===== src/rtl/band_demux_1to16_if.sv =====
// Bundles the band-word stream and the parallel band bank of band_demux_1to16.
// The source side (master) drives the stream; the demux (slave) drives the bank and status.
interface band_demux_1to16_if #(
    parameter int DATA_W = 12
);
    logic [DATA_W-1:0] in_data;
    logic              in_valid;
    logic              in_sof;
    logic [DATA_W-1:0] data0,  data1,  data2,  data3;
    logic [DATA_W-1:0] data4,  data5,  data6,  data7;
    logic [DATA_W-1:0] data8,  data9,  data10, data11;
    logic [DATA_W-1:0] data12, data13, data14, data15;
    logic [3:0]        index;
    logic              frame_valid;
    logic              sync_err;
    logic [7:0]        frame_cnt;

    modport master (
        output in_data, in_valid, in_sof,
        input  data0, data1, data2, data3, data4, data5, data6, data7,
        input  data8, data9, data10, data11, data12, data13, data14, data15,
        input  index, frame_valid, sync_err, frame_cnt
    );

    modport slave (
        input  in_data, in_valid, in_sof,
        output data0, data1, data2, data3, data4, data5, data6, data7,
        output data8, data9, data10, data11, data12, data13, data14, data15,
        output index, frame_valid, sync_err, frame_cnt
    );
endinterface


===== src/rtl/band_demux_1to16.sv =====
// Distributes a push-only stream of band words into a 16-band register bank.
// BAND_DEMUX_DBUF_EN: shadow bank + output bank that loads only on a complete frame.
//
// state | meaning
// IDLE  | waiting for start-of-frame; non-SOF words are dropped
// FILL  | frame in progress; index points at the next band to write
module band_demux_1to16 #(
    parameter int DATA_W = 12
) (
    input  logic                  clk,
    input  logic                  rst_n,
    band_demux_1to16_if.slave     bus
);
    typedef enum logic {IDLE, FILL} state_t;

    state_t            state_q, state_d;
    logic [3:0]        index_q, index_d;
    logic [7:0]        frame_cnt_q;
    logic              frame_valid_q;
    logic              sync_err_q;
    logic              wr_en;
    logic [3:0]        wr_idx;
    logic              commit;
    logic              sync_err_d;
    logic [DATA_W-1:0] band_q [16];
    logic [DATA_W-1:0] out_bank [16];

    always_ff @(posedge clk or negedge rst_n) begin
        if (!rst_n) begin
            state_q       <= IDLE;
            index_q       <= 4'd0;
            frame_cnt_q   <= 8'd0;
            frame_valid_q <= 1'b0;
            sync_err_q    <= 1'b0;
        end else begin
            state_q       <= state_d;
            index_q       <= index_d;
            frame_valid_q <= commit;
            sync_err_q    <= sync_err_d;
            if (commit) frame_cnt_q <= frame_cnt_q + 8'd1;
        end
    end

    always_comb begin
        state_d    = state_q;
        index_d    = index_q;
        wr_en      = 1'b0;
        wr_idx     = 4'd0;
        commit     = 1'b0;
        sync_err_d = 1'b0;
        case (state_q)
            IDLE: begin
                if (bus.in_valid && bus.in_sof) begin
                    wr_en   = 1'b1;
                    index_d = 4'd1;
                    state_d = FILL;
                end
            end
            FILL: begin
                if (bus.in_valid) begin
                    wr_en = 1'b1;
                    if (bus.in_sof) begin
                        // Premature SOF restarts the frame in place; stale bands stay.
                        sync_err_d = 1'b1;
                        index_d    = 4'd1;
                    end else begin
                        wr_idx = index_q;
                        if (index_q == 4'd15) begin
                            index_d = 4'd0;
                            commit  = 1'b1;
                            state_d = IDLE;
                        end else begin
                            index_d = index_q + 4'd1;
                        end
                    end
                end
            end
            default: begin
                state_d = IDLE;
                index_d = 4'd0;
            end
        endcase
    end

    always_ff @(posedge clk or negedge rst_n) begin
        if (!rst_n) begin
            for (int k = 0; k < 16; k++) band_q[k] <= '0;
        end else if (wr_en) begin
            band_q[wr_idx] <= bus.in_data;
        end
    end

`ifdef BAND_DEMUX_DBUF_EN
    logic [DATA_W-1:0] out_q [16];

    // Band 15 is taken straight from the input so the whole frame lands on one edge.
    always_ff @(posedge clk or negedge rst_n) begin
        if (!rst_n) begin
            for (int k = 0; k < 16; k++) out_q[k] <= '0;
        end else if (commit) begin
            for (int k = 0; k < 15; k++) out_q[k] <= band_q[k];
            out_q[15] <= bus.in_data;
        end
    end

    assign out_bank = out_q;
`else
    assign out_bank = band_q;
`endif

    assign bus.data0       = out_bank[0];
    assign bus.data1       = out_bank[1];
    assign bus.data2       = out_bank[2];
    assign bus.data3       = out_bank[3];
    assign bus.data4       = out_bank[4];
    assign bus.data5       = out_bank[5];
    assign bus.data6       = out_bank[6];
    assign bus.data7       = out_bank[7];
    assign bus.data8       = out_bank[8];
    assign bus.data9       = out_bank[9];
    assign bus.data10      = out_bank[10];
    assign bus.data11      = out_bank[11];
    assign bus.data12      = out_bank[12];
    assign bus.data13      = out_bank[13];
    assign bus.data14      = out_bank[14];
    assign bus.data15      = out_bank[15];
    assign bus.index       = index_q;
    assign bus.frame_valid = frame_valid_q;
    assign bus.sync_err    = sync_err_q;
    assign bus.frame_cnt   = frame_cnt_q;
endmodule


===== src/flat_wrapper.sv =====
// flat-port wrapper written by rule: the top's interface ports become plain ports
module band_demux_1to16_flat 
#(
    parameter int DATA_W = 12
)
  (clk, rst_n, bus_in_data, bus_in_valid, bus_in_sof, bus_data0, bus_data1, bus_data2, bus_data3, bus_data4, bus_data5, bus_data6, bus_data7, bus_data8, bus_data9, bus_data10, bus_data11, bus_data12, bus_data13, bus_data14, bus_data15, bus_index, bus_frame_valid, bus_sync_err, bus_frame_cnt);
  band_demux_1to16_if #(.DATA_W(DATA_W)) bus_i ();
  input  logic clk;
  input  logic rst_n;
  input wire logic [$bits(bus_i.in_data)-1:0] bus_in_data;
  input wire logic [$bits(bus_i.in_valid)-1:0] bus_in_valid;
  input wire logic [$bits(bus_i.in_sof)-1:0] bus_in_sof;
  output wire logic [$bits(bus_i.data0)-1:0] bus_data0;
  output wire logic [$bits(bus_i.data1)-1:0] bus_data1;
  output wire logic [$bits(bus_i.data2)-1:0] bus_data2;
  output wire logic [$bits(bus_i.data3)-1:0] bus_data3;
  output wire logic [$bits(bus_i.data4)-1:0] bus_data4;
  output wire logic [$bits(bus_i.data5)-1:0] bus_data5;
  output wire logic [$bits(bus_i.data6)-1:0] bus_data6;
  output wire logic [$bits(bus_i.data7)-1:0] bus_data7;
  output wire logic [$bits(bus_i.data8)-1:0] bus_data8;
  output wire logic [$bits(bus_i.data9)-1:0] bus_data9;
  output wire logic [$bits(bus_i.data10)-1:0] bus_data10;
  output wire logic [$bits(bus_i.data11)-1:0] bus_data11;
  output wire logic [$bits(bus_i.data12)-1:0] bus_data12;
  output wire logic [$bits(bus_i.data13)-1:0] bus_data13;
  output wire logic [$bits(bus_i.data14)-1:0] bus_data14;
  output wire logic [$bits(bus_i.data15)-1:0] bus_data15;
  output wire logic [$bits(bus_i.index)-1:0] bus_index;
  output wire logic [$bits(bus_i.frame_valid)-1:0] bus_frame_valid;
  output wire logic [$bits(bus_i.sync_err)-1:0] bus_sync_err;
  output wire logic [$bits(bus_i.frame_cnt)-1:0] bus_frame_cnt;
  assign bus_i.in_data = bus_in_data;
  assign bus_i.in_valid = bus_in_valid;
  assign bus_i.in_sof = bus_in_sof;
  assign bus_data0 = bus_i.data0;
  assign bus_data1 = bus_i.data1;
  assign bus_data2 = bus_i.data2;
  assign bus_data3 = bus_i.data3;
  assign bus_data4 = bus_i.data4;
  assign bus_data5 = bus_i.data5;
  assign bus_data6 = bus_i.data6;
  assign bus_data7 = bus_i.data7;
  assign bus_data8 = bus_i.data8;
  assign bus_data9 = bus_i.data9;
  assign bus_data10 = bus_i.data10;
  assign bus_data11 = bus_i.data11;
  assign bus_data12 = bus_i.data12;
  assign bus_data13 = bus_i.data13;
  assign bus_data14 = bus_i.data14;
  assign bus_data15 = bus_i.data15;
  assign bus_index = bus_i.index;
  assign bus_frame_valid = bus_i.frame_valid;
  assign bus_sync_err = bus_i.sync_err;
  assign bus_frame_cnt = bus_i.frame_cnt;
  band_demux_1to16 #(.DATA_W(DATA_W)) u_core (.clk(clk), .rst_n(rst_n), .bus(bus_i));
endmodule

===== config.mk =====
export PLATFORM = sky130hd
export DESIGN_NAME = band_demux_1to16_flat
export DESIGN_NICKNAME = d
export VERILOG_FILES = /design/src/rtl/band_demux_1to16_if.sv /design/src/rtl/band_demux_1to16.sv /design/src/flat_wrapper.sv
export SDC_FILE = /design/constraint.sdc
export NUM_CORES = 1
export LEC_CHECK = 0
export BUFFER_PORTS_ARGS = -buffer_cell sky130_fd_sc_hd__buf_2
export CORE_MARGIN = 1.5
export CORE_UTILIZATION = 44
export DETAILED_ROUTE_END_ITERATION = 8
export HOLD_SLACK_MARGIN = 0.1
export PLACE_DENSITY_LB_ADDON = 0.2
export SLEW_MARGIN = 0
export SYNTH_ARGS = -nofsm -noshare
export SYNTH_HDL_FRONTEND = slang
export SYNTH_SLANG_ARGS = --single-unit

===== constraint.sdc =====
create_clock -name clk -period 1.69 [get_ports clk]
set_input_delay 0.2535 -clock clk [delete_from_list [all_inputs] [get_ports clk]]
set_output_delay 0.2535 -clock clk [all_outputs]
set_load 0.05 [all_outputs]

* Word level (Yosys, flattened, before mapping)
Index checks and enable logic that the tools add are counted.
** Word-level totals
- Register bits :: 207
- Input port bits :: 16
- Output and inout port bits :: 206
- Logic and storage cells :: 58
** Cells by class
- $add $sub $neg :: 2
- Magnitude comparators :: 2
- Eq/ne operators :: 3
- Mux-type cells :: 25
- Bitwise gates (word level) :: 2
- Reductions and logical operators :: 3
** Operators by type and width (number)
- bitwise mux 192 bit :: 1
- demux 12 bit (select 4 bit) :: 1
- 2-to-1 mux 4 bit :: 7
- 2-to-1 mux 1 bit :: 12
- 2-to-1 mux 12 bit :: 1
- adder 8 x 1 -> 8 bit, second input constant :: 1
- case mux 4 bit (2 select lines) :: 1
- >= comparator 5 bit, second input constant :: 1
- less-than comparator 5 x 1 -> 1 bit, second input constant :: 1
- NOT 4 -> 5 bit :: 1
- adder 4 x 1 -> 4 bit, second input constant :: 1
- equality test 4 bit, second input constant :: 1
- case mux 1 bit (2 select lines) :: 2
- logical AND 1 bit :: 2
- inequality test 2 x 1 -> 1 bit, second input constant :: 1
- inequality test 2 bit, second input constant :: 1
- AND reduction 2 bit :: 1
- NOT 1 bit :: 1

* Logic depth before layout (Yosys ltp)
- Depth after elaboration :: 9
- Gate-level depth with buffers :: 7
- Depth with buffers taken out :: 5

* Worst setup path after synthesis
OpenSTA, ideal clock, no wires.
- Path kind :: register -> register
- From :: register u_core.index_q[2], in the netlist u_core.bus.index[2]
- To :: register u_core.band_q, in the netlist u_core.bus.data7[0]
- Setup time :: 0.125 ns
- Data arrival time :: 1.896 ns
- Data required time :: 1.565 ns
- Setup slack :: -0.331 ns
- Cell stages (with the launch flop) :: 6
- Buffers on the path :: 1
- Period minus slack after synthesis :: 2.021 ns
- Path through :: dfrtp_1 -> nand4b_1 -> nand2b_4 -> nor2_2 -> buf_4 -> mux2_2
** On the way
- Cells in the longest elaborated chain, start to end :: 9
- Elaborated cells on any way between the ends :: 10
- Classes of those cells :: 2 x order compare; 6 x mux; 1 x bitwise; 1 x reduce/logical
** Ends and longest elaborated chain
- start, declared :: RTL line band_demux_1to16.sv:17 : logic [3:0] index_q, index_d;
- start signal, assigned :: RTL line band_demux_1to16.sv:37 : index_q <= index_d;
- 2-to-1 mux 4 bit * :: RTL line band_demux_1to16.sv:62 : if (bus.in_sof) begin
- 2-to-1 mux 4 bit * :: RTL line band_demux_1to16.sv:60 : if (bus.in_valid) begin
- 2-to-1 mux 4 bit * :: RTL line band_demux_1to16.sv:51 : case (state_q)
- NOT 4 -> 5 bit (not written as such) * :: RTL line band_demux_1to16.sv:89 : band_q[wr_idx] <= bus.in_data;
- >= comparator 5 bit (not written as such) / less-than comparator 5 x 1 -> 1 bit (equally long branches) :: RTL line band_demux_1to16.sv:89
- logical AND 1 bit (not written as such) :: RTL line band_demux_1to16.sv:89
- 2-to-1 mux 12 bit (not written as such) :: RTL line band_demux_1to16.sv:89
- demux 12 bit (select 4 bit) * :: RTL line band_demux_1to16.sv:89
- bitwise mux 192 bit * :: RTL line band_demux_1to16.sv:89
- end signal, assigned by index :: RTL line band_demux_1to16.sv:89
- end, declared :: RTL line band_demux_1to16.sv:25 : logic [DATA_W-1:0] band_q [16];
Every way passes the cells marked *; elsewhere a longest branch is shown, timed or not.
A chain may end at the register's enable or synchronous reset.

* Final worst setup path
- From :: register u_core.state_q
- To :: register u_core.band_q, in the netlist u_core.bus.data8[9]
** On the way
- Cells in the longest elaborated chain, start to end :: 7
- Elaborated cells on any way between the ends :: 10
- Classes of those cells :: 2 x order compare; 5 x mux; 2 x bitwise; 1 x reduce/logical
** Ends and longest elaborated chain
- start, declared :: RTL line band_demux_1to16.sv:16 : state_t state_q, state_d;
- start signal, assigned :: RTL line band_demux_1to16.sv:36 : state_q <= state_d;
- 2-to-1 mux 4 bit :: RTL line band_demux_1to16.sv:51
- NOT 4 -> 5 bit (not written as such) :: RTL line band_demux_1to16.sv:89
- >= comparator 5 bit (not written as such) / less-than comparator 5 x 1 -> 1 bit (equally long branches) :: RTL line band_demux_1to16.sv:89
- logical AND 1 bit (not written as such) :: RTL line band_demux_1to16.sv:89
- 2-to-1 mux 12 bit (not written as such) :: RTL line band_demux_1to16.sv:89
- demux 12 bit (select 4 bit) :: RTL line band_demux_1to16.sv:89
- bitwise mux 192 bit :: RTL line band_demux_1to16.sv:89
Parallel ways exist; a longest one is shown, timed or not.

==> results.md <==
- Outcome: finished with violations
- Violated checks: negative setup slack
- Yosys warnings: 0
- Core area: 17960 µm²
- XOR/XNOR share of the synthesized area: 0.007604
- Chip width: 138.4 µm
- Finished Core Util: 0.6262
- Crit Path Class: reg -> reg
- DR vias: 5233
- Area after DPL: 9894 µm²
- Fmax: between 500 and 600 MHz
- Initial core utilization: 0.4488
- Cell Pwr Density: around 1400 nW/µm²
- WHS: between 0.15 and 0.2 ns
- Setup slack after layout: -0.1150 ns
- Worst min path class: in -> reg
- Critical path buffers and inverters: 2
- Port Buffers: roughly 220
- Fin crit period: roughly 1.8 ns
- Die area: roughly 19000 µm²
- Max-slew violations: 0
- CTS Buf Count: 22
- Post-Route Skew: about 0.016 ns
- Final wirelength: 21.35 mm
- Slew at the pin closest to its max-slew limit: roughly 0.42 ns
- Worst skew pair latency: 0.50 ns
- CP max FO: 6
- DR iter-0 viols: between 200 and 250
- Seq/Total Area, Yosys: 0.6425
- RSZ-0062 raised after global routing: true
- Placed insts: 960
- Antenna-violating nets left: 0
- H-tree depth: 1
- First-pass GRT wire length: 32.03 mm
- CP required: 2.07 ns
- Top delay family on crit path: simple AND/OR/NAND/NOR gates
- Adder-Cell Fraction of Synth Area: 0.003104
- Yosys top cell by area: dfrtp_1
- Library cells used by synthesis: 42
- Top-level port count: 222
- CP cell instances: and3b_2, buf_6, nand3_4, nor2b_4, clkbuf_16, mux2_4
- Share of layout cells above drive strength 1: 0.6650
- CTS Root Cell: clkbuf_16
- Fin crit share: 1.068
- Area Overhead vs Synth: 39.51%
- Die extent in y: between 100 and 150 µm
- CTS max path bufs: 3
- Ranking of synthesized cells by area: dfrtp_1 (64%), mux2_2 (24%), mux2_1 (2.5%)
- Max VDD drop: around 1.3 mV
- Main combinational cell family by area after synthesis: multiplexers
- Synth Area per Inst: around 16 µm²
- Max-slew headroom: 0.7218
- Synth top area share: 0.6425
- P_leak: about 6 nW
- Register area: 5190 µm²
- Antenna violations before repair: 0
- Arrival time at the worst endpoint: roughly 2.2 ns
- Ant. Diodes: 0
- Post-Synth Simple-Gate Area: 0.03880
- CP endpoint kind: register
- CTS sink count: 207
- Commonest non-fill, non-tap cells in the layout: buf_2 (220), dfrtp_1 (203), mux2_4 (96)
- Routed len/inst: between 20 and 25 µm
- Setup violators final: between 100 and 150
- Final Hold Fails: 0
- FP Rows: 49
- Layout Cells excl Fill: between 1k and 1.5k
- Compound-Gate Fraction of Synth Area: 0.01195
- M3 GR Usage: 0.05715
- Total congestion overflow: 0
- Total power: approximately 16 mW
- Most common cell after layout, fill and taps aside: buf_2
- Vias in the first global route: between 5k and 6k
- GRT met1 Usage: 0.2802
- M2 GR Usage: 0.3425
- Largest net degree at the start of global routing: 49
- Filler cell count: around 1.4k
- Cell area after synthesis: about 8100 µm²
- DR pass1 iterations: 6
- Drt via density: just over 5
- Place WS: -0.1356 ns
- Post-synthesis net count: between 500 and 600
- GR Util All Layers: 0.2107
- Setup_tns: -5.304 ns
- GR peak layer: met2
- TritonCTS clock tree: yes
- Startpoint Class: register
- Post-route cell area: approximately 11000 µm²
- Synth Register Bits: just over 200
- Syn Inst Count: ~500
- GPL Wtd Cong: 0.8662
- DRC viols: 0
- Nets: roughly 800
- CP max stage delay: ~0.41 ns
- Multiplexer share of the synthesized area: 0.2696
- Area of the multi-input gates: 3191 µm²
- Clk pin slew, worst setup/hold paths: 0.06 ns
- Number of max-cap violations: 0
- Worst path slowest cell: dfrtp_1
- HPWL after detailed placement: ~14 mm
## path summary, 6_finish.rpt
path                                      endpoint                    start  slack (ns)  cells past startpoint
setup / recovery               u_core.bus.data8[9]           u_core.state_q       -0.12                      6
hold / removal                 u_core.bus.index[1]               bus_in_sof        0.16                      3
setup reg to reg               u_core.bus.data8[9]           u_core.state_q       -0.12                      6
hold reg to reg            u_core.bus.frame_cnt[7]  u_core.bus.frame_cnt[7]        0.47                      1
max in group asynchronous     u_core.bus.data12[4]                    rst_n        0.78                      3
min in group asynchronous      u_core.bus.data4[4]                    rst_n        0.26                      2
## Yosys cell counts
cell type,number
dfrtp_1,207
mux2_2,175
mux2_1,18
clkbuf_1,12
buf_4,9
nand2_1,7
buf_2,6
nor2_2,6
and3_1,5
buf_6,5
xnor2_1,5
nand4_1,4
a21oi_1,3
inv_1,3
nand2b_4,3
nand3_1,3
nor2_1,3
ha_1,2
nand2_2,2
nor2b_2,2
xor2_1,2
a22o_1,1
a311o_1,1
a31o_2,1
a31oi_1,1
and2_1,1
and3b_1,1
inv_2,1
nand2b_1,1
nand3_2,1
nand3_4,1
nand3b_1,1
nand4b_1,1
nor2_4,1
nor4_2,1
o21ai_0,1
o21ai_2,1
o21bai_1,1
o21bai_2,1
o22ai_1,1
o311ai_1,1
or3_1,1
## power by group
group / switching [mW] / internal [mW] / leakage (nW)
clock: 1.86 / 2.92 / 0.369
sequential: 0.451 / 5.75 / 2.75
combinational: 3.80 / 1.47 / 2.88
total: 6.10 / 10.1 / 5.99
## worst register-to-register path, cell delays in order, from the launching register on
cell and delay, ns:
dfrtp_1 0.41, and3b_2 0.28, buf_6 0.13, nand3_4 0.14, nor2b_4 0.24, clkbuf_16 0.20, mux2_4 0.30
## cell type report
| cell class | count | share of cell area |
|---|---|---|
| Clock buffer | 38 | 0.06507 |
| Clock inverter | 2 | 0.0008899 |
| Inverter | 4 | 0.001557 |
| Multi-Input combinational cell | 261 | 0.2836 |
| Sequential cell | 207 | 0.4614 |
| Tap cell | 229 | 0.02547 |
| Timing Repair Buffer | 273 | 0.1620 |
## state kept, by name (all words and copies together), names as in the netlist, 4 cells and up
signal and cells:
u_core.bus.data0 12, u_core.bus.data1 12, u_core.bus.data10 12, u_core.bus.data11 12
u_core.bus.data12 12, u_core.bus.data13 12, u_core.bus.data14 12, u_core.bus.data15 12
u_core.bus.data2 12, u_core.bus.data3 12, u_core.bus.data4 12, u_core.bus.data5 12
u_core.bus.data6 12, u_core.bus.data7 12, u_core.bus.data8 12, u_core.bus.data9 12
u_core.bus.frame_cnt 8, u_core.bus.index 4
## what timing repair did
item	4_1_cts	5_1_grt
endpoints found under the hold margin	210	0
setup buffers	3	3
gates cloned	0	5
endpoints found under the setup margin	144	183
gates resized for setup	7	98
hold buffers	3	0
pin swaps	3	5
## cell families after synthesis
| group | after synthesis |
|---|---|
| flops | 207 |
| mux | 193 |
| simple gates | 45 |
| buf+inv | 36 |
| compound gates | 13 |
| xor+xnor | 7 |
| fa+ha+maj | 2 |
## routing by layer
layer / share of wire / vias up
li1: - / 2297
met1: 0.45 / 2720
met2: 0.47 / 183
met3: 0.064 / 33
met4: 0.019 / 0
met5: 0 / -
No activity file was read; power rests on OpenSTA's default activity.
